===== src/rtl/seg7_pkg.sv =====
// Shared definitions for the multiplexed 7-segment display readback path.
// Holds the active-low segment pattern constants (bit order g..a),
// the non-digit result codes, and the scan decoder FSM state type.
package seg7_pkg;

    localparam logic [6:0] SEG7_PAT_0    = 7'h40;
    localparam logic [6:0] SEG7_PAT_1    = 7'h79;
    localparam logic [6:0] SEG7_PAT_2    = 7'h24;
    localparam logic [6:0] SEG7_PAT_3    = 7'h30;
    localparam logic [6:0] SEG7_PAT_4    = 7'h19;
    localparam logic [6:0] SEG7_PAT_5    = 7'h12;
    localparam logic [6:0] SEG7_PAT_6    = 7'h02;
    localparam logic [6:0] SEG7_PAT_7    = 7'h78;
    localparam logic [6:0] SEG7_PAT_8    = 7'h00;
    localparam logic [6:0] SEG7_PAT_9    = 7'h10;
    localparam logic [6:0] SEG7_PAT_DASH = 7'h3F;

    localparam logic [3:0] SEG7_CODE_DASH = 4'hF;
    localparam logic [3:0] SEG7_CODE_BAD  = 4'hE;

    typedef enum logic [1:0] {
        IDLE,
        SETTLE,
        HOLD
    } seg7_state_e;

endpackage


===== src/rtl/seg7_pattern_decode.sv =====
// Combinational 7-segment pattern decoder (active-low, bits g..a).
// Ports:
//   pattern  in  7  segment pattern, dp already removed
//   data     out 4  decoded digit, SEG7_CODE_DASH for '-', SEG7_CODE_BAD otherwise
//   err      out 1  pattern is not a legal digit or dash
module seg7_pattern_decode
    import seg7_pkg::*;
(
    input  logic [6:0] pattern,
    output logic [3:0] data,
    output logic       err
);

    always_comb begin
        data = SEG7_CODE_BAD;
        err  = 1'b1;
        case (pattern)
            SEG7_PAT_0:    begin data = 4'd0;           err = 1'b0; end
            SEG7_PAT_1:    begin data = 4'd1;           err = 1'b0; end
            SEG7_PAT_2:    begin data = 4'd2;           err = 1'b0; end
            SEG7_PAT_3:    begin data = 4'd3;           err = 1'b0; end
            SEG7_PAT_4:    begin data = 4'd4;           err = 1'b0; end
            SEG7_PAT_5:    begin data = 4'd5;           err = 1'b0; end
            SEG7_PAT_6:    begin data = 4'd6;           err = 1'b0; end
            SEG7_PAT_7:    begin data = 4'd7;           err = 1'b0; end
            SEG7_PAT_8:    begin data = 4'd8;           err = 1'b0; end
            SEG7_PAT_9:    begin data = 4'd9;           err = 1'b0; end
            SEG7_PAT_DASH: begin data = SEG7_CODE_DASH; err = 1'b0; end
            default:       begin data = SEG7_CODE_BAD;  err = 1'b1; end
        endcase
    end

endmodule


===== src/rtl/seg7_scan_decoder.sv =====
// Receive side of the multiplexed 7-segment display bus. Waits for each
// digit's (anode, segment) pair to be stable for STABLE_CYCLES samples,
// decodes it into a per-digit register bank and raises a valid/ready
// change event when a digit's decoded content changes.
// Optional macro SEG7_DP_CAPTURE_EN: adds dp_out and includes seg_in[7]
// in the stability compare and change detection.
// Ports:
//   clk, rst             clock, synchronous active-high reset
//   seg_in[7:0]          active-low segments, bit7 = dp
//   an_in[DIGITS-1:0]    active-low one-hot anode strobe
//   digit_out            decoded bank, digit i at [4i+3:4i]
//   digit_vld/digit_err  per-digit captured / last capture illegal
//   upd_*                change event stream; upd_ovf sticky overwrite flag
//   dp_out               (macro only) last captured decimal point per digit
module seg7_scan_decoder
    import seg7_pkg::*;
#(
    parameter int DIGITS        = 4,
    parameter int STABLE_CYCLES = 4
)
(
    input  logic                        clk,
    input  logic                        rst,
    input  logic [7:0]                  seg_in,
    input  logic [DIGITS-1:0]           an_in,
    output logic [4*DIGITS-1:0]         digit_out,
    output logic [DIGITS-1:0]           digit_vld,
    output logic [DIGITS-1:0]           digit_err,
    output logic                        upd_valid,
    input  logic                        upd_ready,
    output logic [$clog2(DIGITS)-1:0]   upd_idx,
    output logic [3:0]                  upd_data,
    output logic                        upd_err,
    output logic                        upd_ovf
`ifdef SEG7_DP_CAPTURE_EN
    ,
    output logic [DIGITS-1:0]           dp_out
`endif
);

    localparam int IDXW = $clog2(DIGITS);
`ifdef SEG7_DP_CAPTURE_EN
    localparam int CMPW = 8;
`else
    localparam int CMPW = 7;
    logic unused_dp;
    assign unused_dp = seg_in[7];
`endif
    localparam logic [7:0] CNT_LAST = 8'(STABLE_CYCLES - 1);
    localparam logic [7:0] CNT_FULL = 8'(STABLE_CYCLES);

    seg7_state_e       state, state_nx;
    logic [7:0]        cnt, cnt_nx;
    logic [DIGITS-1:0] an_lat, an_lat_nx;
    logic [CMPW-1:0]   seg_lat, seg_lat_nx;
    logic [CMPW-1:0]   seg_cmp;
    logic [DIGITS-1:0] an_act;
    logic              an_ok, same, capture, changed;
    logic [IDXW-1:0]   cap_idx;
    logic [3:0]        dec_data;
    logic              dec_err;

    assign seg_cmp = seg_in[CMPW-1:0];
    assign an_act  = ~an_in;
    // exactly one active anode: non-zero and a power of two
    assign an_ok   = (an_act != '0) && ((an_act & (an_act - 1'b1)) == '0);
    assign same    = (an_in == an_lat) && (seg_cmp == seg_lat);

    always_ff @(posedge clk) begin
        if (rst) begin
            state   <= IDLE;
            cnt     <= '0;
            an_lat  <= '1;
            seg_lat <= '1;
        end else begin
            state   <= state_nx;
            cnt     <= cnt_nx;
            an_lat  <= an_lat_nx;
            seg_lat <= seg_lat_nx;
        end
    end

    // The first matching sample is the latch itself (cnt=1), so capture
    // fires on the edge that takes the STABLE_CYCLES-th identical sample.
    always_comb begin
        state_nx   = state;
        cnt_nx     = cnt;
        an_lat_nx  = an_lat;
        seg_lat_nx = seg_lat;
        capture    = 1'b0;
        case (state)
            IDLE: begin
                if (an_ok) begin
                    an_lat_nx  = an_in;
                    seg_lat_nx = seg_cmp;
                    cnt_nx     = 8'd1;
                    state_nx   = SETTLE;
                end
            end
            SETTLE: begin
                if (!an_ok) begin
                    cnt_nx   = '0;
                    state_nx = IDLE;
                end else if (same) begin
                    if (cnt >= CNT_LAST) begin
                        capture  = 1'b1;
                        cnt_nx   = CNT_FULL;
                        state_nx = HOLD;
                    end else begin
                        cnt_nx = cnt + 8'd1;
                    end
                end else begin
                    an_lat_nx  = an_in;
                    seg_lat_nx = seg_cmp;
                    cnt_nx     = 8'd1;
                end
            end
            HOLD: begin
                if (!an_ok) begin
                    cnt_nx   = '0;
                    state_nx = IDLE;
                end else if (!same) begin
                    an_lat_nx  = an_in;
                    seg_lat_nx = seg_cmp;
                    cnt_nx     = 8'd1;
                    state_nx   = SETTLE;
                end
            end
            default: begin
                cnt_nx   = '0;
                state_nx = IDLE;
            end
        endcase
    end

    always_comb begin
        cap_idx = '0;
        for (int unsigned i = 0; i < DIGITS; i++) begin
            if (!an_lat[i]) cap_idx = IDXW'(i);
        end
    end

    seg7_pattern_decode u_decode (
        .pattern (seg_lat[6:0]),
        .data    (dec_data),
        .err     (dec_err)
    );

    always_comb begin
        changed = !digit_vld[cap_idx]
               || (dec_data != digit_out[4*cap_idx +: 4])
               || (dec_err  != digit_err[cap_idx]);
`ifdef SEG7_DP_CAPTURE_EN
        changed = changed || (dp_out[cap_idx] != ~seg_lat[7]);
`endif
    end

    always_ff @(posedge clk) begin
        if (rst) begin
            digit_out <= '0;
            digit_vld <= '0;
            digit_err <= '0;
`ifdef SEG7_DP_CAPTURE_EN
            dp_out    <= '0;
`endif
        end else if (capture) begin
            digit_out[4*cap_idx +: 4] <= dec_data;
            digit_vld[cap_idx]        <= 1'b1;
            digit_err[cap_idx]        <= dec_err;
`ifdef SEG7_DP_CAPTURE_EN
            dp_out[cap_idx]           <= ~seg_lat[7];
`endif
        end
    end

    // A new event always wins: it overwrites unaccepted fields (flagging
    // overflow) or becomes the next pending event on an accept cycle.
    always_ff @(posedge clk) begin
        if (rst) begin
            upd_valid <= 1'b0;
            upd_idx   <= '0;
            upd_data  <= '0;
            upd_err   <= 1'b0;
            upd_ovf   <= 1'b0;
        end else if (capture && changed) begin
            if (upd_valid && !upd_ready) upd_ovf <= 1'b1;
            upd_valid <= 1'b1;
            upd_idx   <= cap_idx;
            upd_data  <= dec_data;
            upd_err   <= dec_err;
        end else if (upd_valid && upd_ready) begin
            upd_valid <= 1'b0;
        end
    end

endmodule


===== config.mk =====
export PLATFORM = sky130hd
export DESIGN_NAME = seg7_scan_decoder
export DESIGN_NICKNAME = d
export VERILOG_FILES = /design/src/rtl/seg7_pkg.sv /design/src/rtl/seg7_pattern_decode.sv /design/src/rtl/seg7_scan_decoder.sv
export SDC_FILE = /design/constraint.sdc
export NUM_CORES = 1
export LEC_CHECK = 0
export CELL_PAD_IN_SITES_DETAIL_PLACEMENT = 0
export CELL_PAD_IN_SITES_GLOBAL_PLACEMENT = 1
export CORE_AREA = 2 2 71 107
export DETAILED_ROUTE_END_ITERATION = 16
export DIE_AREA = 0 0 73 109
export PLACE_DENSITY = 0.95
export SYNTH_ARGS = -nofsm -noshare
export SYNTH_HDL_FRONTEND = slang
export SYNTH_SLANG_ARGS = --single-unit

===== constraint.sdc =====
create_clock -name clk -period 6.3 [get_ports clk]
set_input_delay 0.945 -clock clk [delete_from_list [all_inputs] [get_ports clk]]
set_output_delay 0.945 -clock clk [all_outputs]
set_load 0.02 [all_outputs]

======== Word-level counts from Yosys, hierarchy flattened ========
Index checks and enable logic that the tools add are counted.
operators by class
  multiplexer cells ....................... 41
  reduce and logical (&&, ||, !) cells .... 22
  bitwise operators ....................... 3
  $lt $le $gt $ge ......................... 3
  shift operators ......................... 3
  $add $sub $neg .......................... 3
  equality and inequality tests ........... 22
operators with widths
  cell                     number
  $mux 8                   6
  $pmux 4 s11              1
  $neg 4->34               1
  $shift 4x34->16 const A  1
  $shiftx 4x34->16         1
  $pmux 8 s3               1
  $eq 7x5->1 const B       3
  $eq 7x6->1 const B       3
  $eq 7x7->1 const B       3
  $mux 7                   3
  $bwmux 16                1
  $mux 2                   8
  $shiftx 16x5->4          1
  $pmux 7 s2               1
  $mux 4                   3
  $mux 1                   11
  $reduce_or 11->1         1
  $ne 3x3->1 const B       3
  $add 8x1->8 const B      1
  $ge 8x2->1 const B       1
  $pmux 4 s2               1
  $reduce_and 4->1         2
  $eq 7x2->1 const B       1
  $eq 7x7->1               1
  27 further kinds         38
storage, ports and cells
  bits of input ports ..................... 15
  word-level logic and storage cells ...... 109
  bits in registers ....................... 54
  output and inout bits ................... 33

======== Depth between registers and ports, before layout ========
Gate-level depths: netlist of run 1.
  depth after elaboration ................. 10
  depth in mapped cells ................... 9
  mapped depth without buffers ............ 7

======== Hierarchy ========
A second synthesis of run 1 with hierarchy kept.
second synthesis, totals
  cell total of the unflattened synthesis .. 345
  area, all modules ....................... 3061.7 um^2
by module, submodules not included
  module               area an instance (um^2)  cells an instance  instances
  seg7_scan_decoder    2796.4                   310                1
  seg7_pattern_decode  265.3                    35                 1

======== Worst setup path after synthesis of run 1 ========
Ideal clock, no wire load.
  path kind ............................... input to register
  from .................................... input port an_in[2]
  to ...................................... register upd_err
  required time ........................... 6.239 ns
  stages .................................. 7
  slack ................................... 3.656 ns
  buffers on the path ..................... 0
  setup time .............................. 0.061 ns
  arrival time ............................ 2.583 ns
  cell sequence ........................... xnor2_1 -> nand4_1 -> nor3_2 -> nand3_2 -> or4_1 -> o2bb2ai_1 -> a311o_1
on the way
  cells in the longest elaborated chain, start to end .. 8
  elaborated cells on any way between the ends .. 12
  classes of those cells .................. add/sub (1); eq/ne (1); mux (3); bitwise (2); reduce/logical (5)
RTL lines
  item                   RTL line                  source
  from (decl)            seg7_scan_decoder.sv:25   input logic [DIGITS-1:0] an_in,
  $not 4->4              seg7_scan_decoder.sv:64   assign an_act = ~an_in;
  $sub 4x1->4            seg7_scan_decoder.sv:66   assign an_ok = (an_act != '0) && ((an_act & (an_act - 1'b1)) == '0);
  $and 4x4->4            seg7_scan_decoder.sv:66
  $logic_not 4->1        seg7_scan_decoder.sv:66
  $logic_and 1x1->1      seg7_scan_decoder.sv:66
  $mux 1 (*)             seg7_scan_decoder.sv:101  if (!an_ok) begin
  $mux 1 (*)             seg7_scan_decoder.sv:91   case (state)
  $logic_and 1x1->1 (*)  seg7_scan_decoder.sv:185  end else if (capture && changed) begin
  to (signal assigned)   seg7_scan_decoder.sv:190  upd_err <= dec_err;
  to (decl)              seg7_scan_decoder.sv:33   output logic upd_err,
Every way passes the cells marked *; elsewhere a longest branch is shown, timed or not.
A chain may end at the register's enable or synchronous reset.

======== Worst setup path after layout of run 1 ========
  from .................................... input port an_in[1]
  to ...................................... register digit_out[7]
on the way
  cells in the longest elaborated chain, start to end .. 7
  elaborated cells on any way between the ends .. 11
  classes of those cells .................. add/sub (1); eq/ne (1); mux (3); bitwise (2); reduce/logical (4)
RTL lines
  item                             RTL line                  source
  $not 4->4                        seg7_scan_decoder.sv:64
  $sub 4x1->4                      seg7_scan_decoder.sv:66
  $and 4x4->4                      seg7_scan_decoder.sv:66
  $logic_not 4->1                  seg7_scan_decoder.sv:66
  $logic_and 1x1->1                seg7_scan_decoder.sv:66
  $mux 1 (*)                       seg7_scan_decoder.sv:101
  $mux 1 (*)                       seg7_scan_decoder.sv:91
  to (signal, indexed assignment)  seg7_scan_decoder.sv:167  digit_out[4*cap_idx +: 4] <= dec_data;
  to (decl)                        seg7_scan_decoder.sv:26   output logic [4*DIGITS-1:0] digit_out,
Marked as above.

==> results.json, run 1 <==
{
  "status": "finished clean",
  "gp_congestion": 0.786,
  "p_total_uw": 700,
  "ctsHtreeMaxLevel": 2,
  "cts_root_buf": "clkbuf_8",
  "drc": 0,
  "syn_nets": 371,
  "synth_top_area_share_pct": 36.5,
  "syn_inst": 351,
  "setup_viol": 0,
  "synth.area.top_cells": "dfxtp_1 37%, mux2i_1 7.8%, nor2_1 6.6%",
  "path_class": "in2reg",
  "yosys_warnings": 0,
  "max_clock_freq_mhz": 292,
  "drt_iter0_markers": 69,
  "maxCapViolCount": 0,
  "grt.overflow.total": 0,
  "yosysMostFrequentCell": "dfxtp_1",
  "tritoncts": "built",
  "synth-seq-area-share_pct": 36.5,
  "vias_per_cell": 5.64,
  "synth_top_family_by_area": "simple AND/OR/NAND/NOR gates",
  "worst_slew_pin_slew_ns": 0.717,
  "die_area_um2": 7960,
  "synth.area.mux_share_pct": 7.78,
  "postCtsHoldBufs": 0,
  "fin_nets": 408,
  "ios": 48,
  "synth-main-ff-cell": "dfxtp_1",
  "portBuffers": 46,
  "drtPass1Iterations": 4,
  "hold_ws_ns": 0.465,
  "ant_nets": 0,
  "wl_per_cell_um": 15.3,
  "cts.sinks": 54,
  "place_hpwl_mm": 5.37,
  "area_growth_pct": 19.8,
  "ff_latch_area_um2": 1080,
  "synth-xor-area-share_pct": 4.40,
  "cpPeakStageDelay_ns": 0.68,
  "clk_latency_ns": 0.32,
  "ctsLongestPathBuffers": 2,
  "skew_ns": 0.0103,
  "synthSimpleGateAreaFrac_pct": 24.1,
  "setup_tns_ns": 0,
  "yosysTopAreaCell": "dfxtp_1",
  "cp_max_fo": 10,
  "slew_viol_final": 0,
  "cts-resized-gates": 0,
  "setup.worst_path.start_class": "input pin",
  "synth_area_um2": 2960,
  "crit_family": "simple AND/OR/NAND/NOR gates",
  "p_per_area_nw_per_um2": 197,
  "antenna_found_initial": 0,
  "grt_max_degree": 49,
  "postSynthAreaPerCell_um2": 8.43,
  "vias": 2644,
  "ys_ff_latch": 54,
  "rows": 38,
  "critPathBufInv": 1,
  "dieWidth_um": 73,
  "synth_compound_area_share_pct": 19.6,
  "synth_edf_count": 0,
  "worstPathArrival_ns": 3.66,
  "grt_use_total_pct": 19.1,
  "hold_violations": 0,
  "synth_fa_ha_area_share_pct": 2.11,
  "yosys-top-cells-count": "54 x dfxtp_1, 52 x nor2_1, 27 x nand2_1, 23 x mux2i_1, 21 x a21oi_1",
  "initial_core_util_pct": 41.8,
  "crit_top_cell": "nand3_1",
  "grt_pass1_wl_mm": 12.0,
  "max-slew-margin-rel_pct": 51.8,
  "drive_gt1_share_pct": 7.20,
  "multi_input_area_um2": 1720,
  "path_cells": "clkdlybuf4s50_1 -> xnor2_1 -> nand3_1 -> nor3_2 -> nand3_2 -> nor3_1 -> nand3_1 -> a21oi_1",
  "die_h_um": 109,
  "crit_slowest_cell": "nor3_1",
  "fill_cells": 694,
  "cp-end-kind": "flop",
  "vdd_ir_drop_max_uv": 184,
  "path_clk_slew_ns": 0.08,
  "routed_wl_mm": 7.19,
  "synth_cell_type_count": 58,
  "period_minus_slack_ns": 3.43,
  "diodes": 0,
  "core_area_um2": 7080,
  "p_leak_uw": 0.00138,
  "cts_setup_buffers": 0,
  "grt_pass1_vias": 2535,
  "cts_inserted_buffers": 5,
  "required_ns": 6.54,
  "hp-class": "reg2reg",
  "rsz0062_at_grt": "false",
  "period_share_pct": 54.4,
  "async_flop_share_pct": 0
}
## cells by family after synthesis
group	after synthesis
buf+inv	35
simple gates	138
fa+ha+maj	5
mux	23
compound gates	82
flops	54
xor+xnor	14
## worst register-to-register path, cell delays in order (launching register included)
cell     delay [ns]
dfxtp_1        0.73
xnor2_1        0.18
nand4_1        0.12
nor3_2         0.50
nand3_2        0.35
nor3_1         0.68
nand3_1        0.15
a21oi_1        0.19
## layout by cell type (no fill, tap or decap), types with 3 or more instances in the layout
cell type	netlist	layout
inv_1	17	17
nor3_2	3	3
nor2b_1	8	8
clkbuf_8	0	8
o21ai_0	8	8
a21oi_1	21	21
xnor2_1	11	11
mux2i_1	23	23
a31oi_1	3	3
a211oi_1	14	14
nor3_1	11	11
nand3_1	8	8
or3_1	4	4
clkdlybuf4s50_1	0	46
nand4_1	3	3
o211ai_1	3	3
nand2_1	27	27
nor2_1	52	52
and3_1	4	4
a211o_1	8	8
ha_1	5	5
dfxtp_1	54	54
nand3_2	3	3
a21o_1	5	5
## layout make-up
cell class                      instances  area share [%]
Sequential cell                        54            30.5
Tap cell                               80            2.82
Multi-Input combinational cell        262            48.4
Inverter                               17            1.80
Clock buffer                            8            3.10
Timing Repair Buffer                   48            13.4
## routing by layer
layer	wire length (um)	global-route usage, %
met1	3030	22.8
met2	3710	33.1
met3	248	3.23
met4	199	7.94
met5	0	0
## metrics by stage
stage / utilization [%] / cells / instance area [um2] / worst slack, ns
after global placement: 48.5 / 461 / 3440 / 2.63
after CTS: 50.1 / 469 / 3550 / 2.86
after floorplan: - / 351 / 2960 / 3.66
after global routing: 50.1 / 469 / 3550 / 2.58
final: 50.1 / 469 / 3550 / 2.87
after detailed placement: 48.5 / 461 / 3440 / 2.55
## where the power goes
part	switching (uW)	total, uW	leakage [uW]	internal (uW)
clock	112	223	0.0000575	111
sequential	23.0	373	0.000437	350
combinational	57.5	104	0.000884	46.5
## registers in the layout, indices dropped and copies added, names as in the netlist
name and flops:
upd_err 1, digit_vld 4, upd_valid 1, seg_lat 7, upd_data 4, upd_ovf 1, an_lat 4, state 2
digit_err 4, cnt 8, upd_idx 2, digit_out 16
## worst paths after layout
check	cells after the start	endpoint	slack (ns)	from
min reg2reg	2	upd_idx[1]	0.46	upd_idx[1]
min	2	upd_idx[1]	0.46	upd_idx[1]
max	8	digit_out[7]	2.87	an_in[1]
max reg2reg	7	digit_out[7]	3.31	an_lat[2]
Note: power is estimated with default switching activity, not from simulation.
==> inputs of run 2 (changes only) <==
--- a/config.mk
+++ b/config.mk
@@ -7,10 +7,10 @@
 export LEC_CHECK = 0
 export CELL_PAD_IN_SITES_DETAIL_PLACEMENT = 0
 export CELL_PAD_IN_SITES_GLOBAL_PLACEMENT = 1
-export CORE_AREA = 2 2 71 107
+export CORE_AREA = 2 2 78 117
 export DETAILED_ROUTE_END_ITERATION = 16
-export DIE_AREA = 0 0 73 109
-export PLACE_DENSITY = 0.95
+export DIE_AREA = 0 0 80 119
+export PLACE_DENSITY = 0.86
 export SYNTH_ARGS = -nofsm -noshare
 export SYNTH_HDL_FRONTEND = slang
 export SYNTH_SLANG_ARGS = --single-unit
==> constraint.sdc (replaced) <==
create_clock -name clk -period 2.9 [get_ports clk]
set_input_delay 0.435 -clock clk [delete_from_list [all_inputs] [get_ports clk]]
set_output_delay 0.435 -clock clk [all_outputs]
set_load 0.02 [all_outputs]
==> run 2 against run 1 <==
Compared with the run above: register-to-register slack worse by 3.0 ns; first-iteration DRC count grew 26%; via count increased by 1.1%; combinational power rose by 140%; total power rose by 130%; clock skew shrank 0.0046 ns; count of clock-buffer cells in the layout down 1; sequential power is 120% higher; critical path depth stayed put; utilization fell by 6.8 points; flip-flop and latch count unchanged; critical path type is now reg2reg; critical endpoint is now upd_data[3]; highest routed layer unchanged.
==> results.json, run 2 (same netlist as run 1, synthesis figures left out) <==
{
  "maxCapViolCount": 0,
  "drive_gt1_share_pct": 10.1,
  "vias_per_cell": 5.20,
  "die_h_um": 119,
  "rsz0062_at_grt": "false",
  "hold_violations": 0,
  "ctsHtreeMaxLevel": 2,
  "clk_latency_ns": 0.29,
  "p_per_area_nw_per_um2": 434,
  "cts-resized-gates": 0,
  "holdPathStages": 2,
  "r2r-start": "seg_lat[1]",
  "cp_max_fo": 13,
  "drt_iter0_markers": 87,
  "portBuffers": 46,
  "largest_reg_flops": 16,
  "vdd_ir_drop_max_uv": 384,
  "routed_wl_mm": 7.33,
  "reg_top3": "digit_out x16, cnt x8, seg_lat x7",
  "mostFrequentLayoutCells": "54 x dfxtp_1, 52 x nor2_1, 46 x clkdlybuf4s50_1",
  "ios": 48,
  "ff2ff_path_depth": 8,
  "core_area_um2": 8620,
  "grt.overflow.total": 0,
  "cts_root_buf": "clkbuf_16",
  "max_clock_freq_mhz": 390,
  "final_common_cell": "dfxtp_1",
  "wl_per_cell_um": 14.3,
  "regMostFlops": "digit_out",
  "dieWidth_um": 80,
  "cp-end-kind": "flop",
  "worstPathArrival_ns": 2.80,
  "path_class": "reg2reg",
  "worstReg2RegEnd": "upd_data[3]",
  "die_area_um2": 9520,
  "postCtsHoldBufs": 0,
  "fin_nets": 424,
  "drtPass1Iterations": 4,
  "vias": 2673,
  "place_hpwl_mm": 5.68,
  "required_ns": 3.13,
  "setup_tns_ns": 0,
  "cts_inserted_buffers": 5,
  "gp_congestion": 0.814,
  "p_leak_uw": 0.00146,
  "min_to": "upd_idx[1]",
  "period_share_pct": 88.5,
  "ant_nets": 0,
  "max-slew-margin-rel_pct": 55.8,
  "drc": 0,
  "area_growth_pct": 25.9,
  "worst_slew_pin_slew_ns": 0.660,
  "status": "finished clean",
  "cts.sinks": 54,
  "antenna_found_initial": 0,
  "ctsLongestPathBuffers": 2,
  "r2r_slack_ns": 0.33,
  "cts_setup_buffers": 0,
  "grt_pass1_vias": 2630,
  "setup_viol": 0,
  "p_total_uw": 1620,
  "skew_ns": 0.00563,
  "tritoncts": "built",
  "initial_core_util_pct": 34.3,
  "grt_pass1_wl_mm": 12.3,
  "grt_max_degree": 25,
  "diodes": 0,
  "period_minus_slack_ns": 2.57,
  "path_clk_slew_ns": 0.06,
  "setup.worst_path.start_class": "flop",
  "slew_viol_final": 0,
  "min-delay-start": "upd_idx[1]",
  "rows": 42,
  "hp-class": "reg2reg",
  "grt_use_total_pct": 16.3
}
## run 2: worst max-delay path by stage
stage / startpoint / cells past startpoint / end / slack (ns)
5_1_grt: seg_lat[1] / 7 / upd_data[2] / 0.11
2_1_floorplan: seg_lat[5] / 9 / upd_err / 0.59
3_3_place_gp: an_in[2] / 10 / digit_out[10] / 0.18
3_5_place_dp: an_in[2] / 8 / upd_err / 0.09
6_report: seg_lat[1] / 8 / upd_data[3] / 0.33
4_1_cts: seg_lat[1] / 8 / upd_idx[1] / 0.34
## run 2: final cells by class
type | count | area, um2
fill | 880 | 4890
multi-input combinational | 262 | 1720
sequential | 54 | 1080
timing repair buffer | 64 | 596
tap | 110 | 138
clock buffer | 7 | 133
inverter | 17 | 63.8
## run 2: worst max-delay path: stages (launching register included)
cell and delay, ns:
dfxtp_1 0.59, nor3b_1 0.11, o211a_1 0.24, or4_4 0.55
a21oi_2 0.20, nor4b_4 0.06, buf_4 0.18, a2111oi_0 0.42
a31o_1 0.15
## run 2: metrics by stage
| stage | util (%) | worst slack, ns | hold WS (ns) | area [um2] | cells |
|---|---|---|---|---|---|
| after floorplan | - | 0.589 | 0.438 | 2960 | 351 |
| after global placement | 41.7 | 0.176 | 0.448 | 3590 | 507 |
| after detailed placement | 41.7 | 0.0897 | 0.451 | 3590 | 507 |
| after CTS | 43.2 | 0.341 | 0.468 | 3730 | 514 |
| after global routing | 43.2 | 0.108 | 0.484 | 3730 | 514 |
| final | 43.2 | 0.335 | 0.466 | 3730 | 514 |
## run 2: report_power, final
part           internal, uW  leakage [uW]  switching [uW]
clock                   316     0.0000640             246
combinational           113      0.000964             135
sequential              762      0.000437            43.2
total                  1190       0.00146             425
## run 2: layer usage
metal	global-route usage [%]	routed length (um)	vias to the layer above
met1	19.1	3060	1250
met4	7.73	216	0
met2	28.2	3810	53
met5	0	0	-
met3	2.88	252	16
li1	-	-	1354
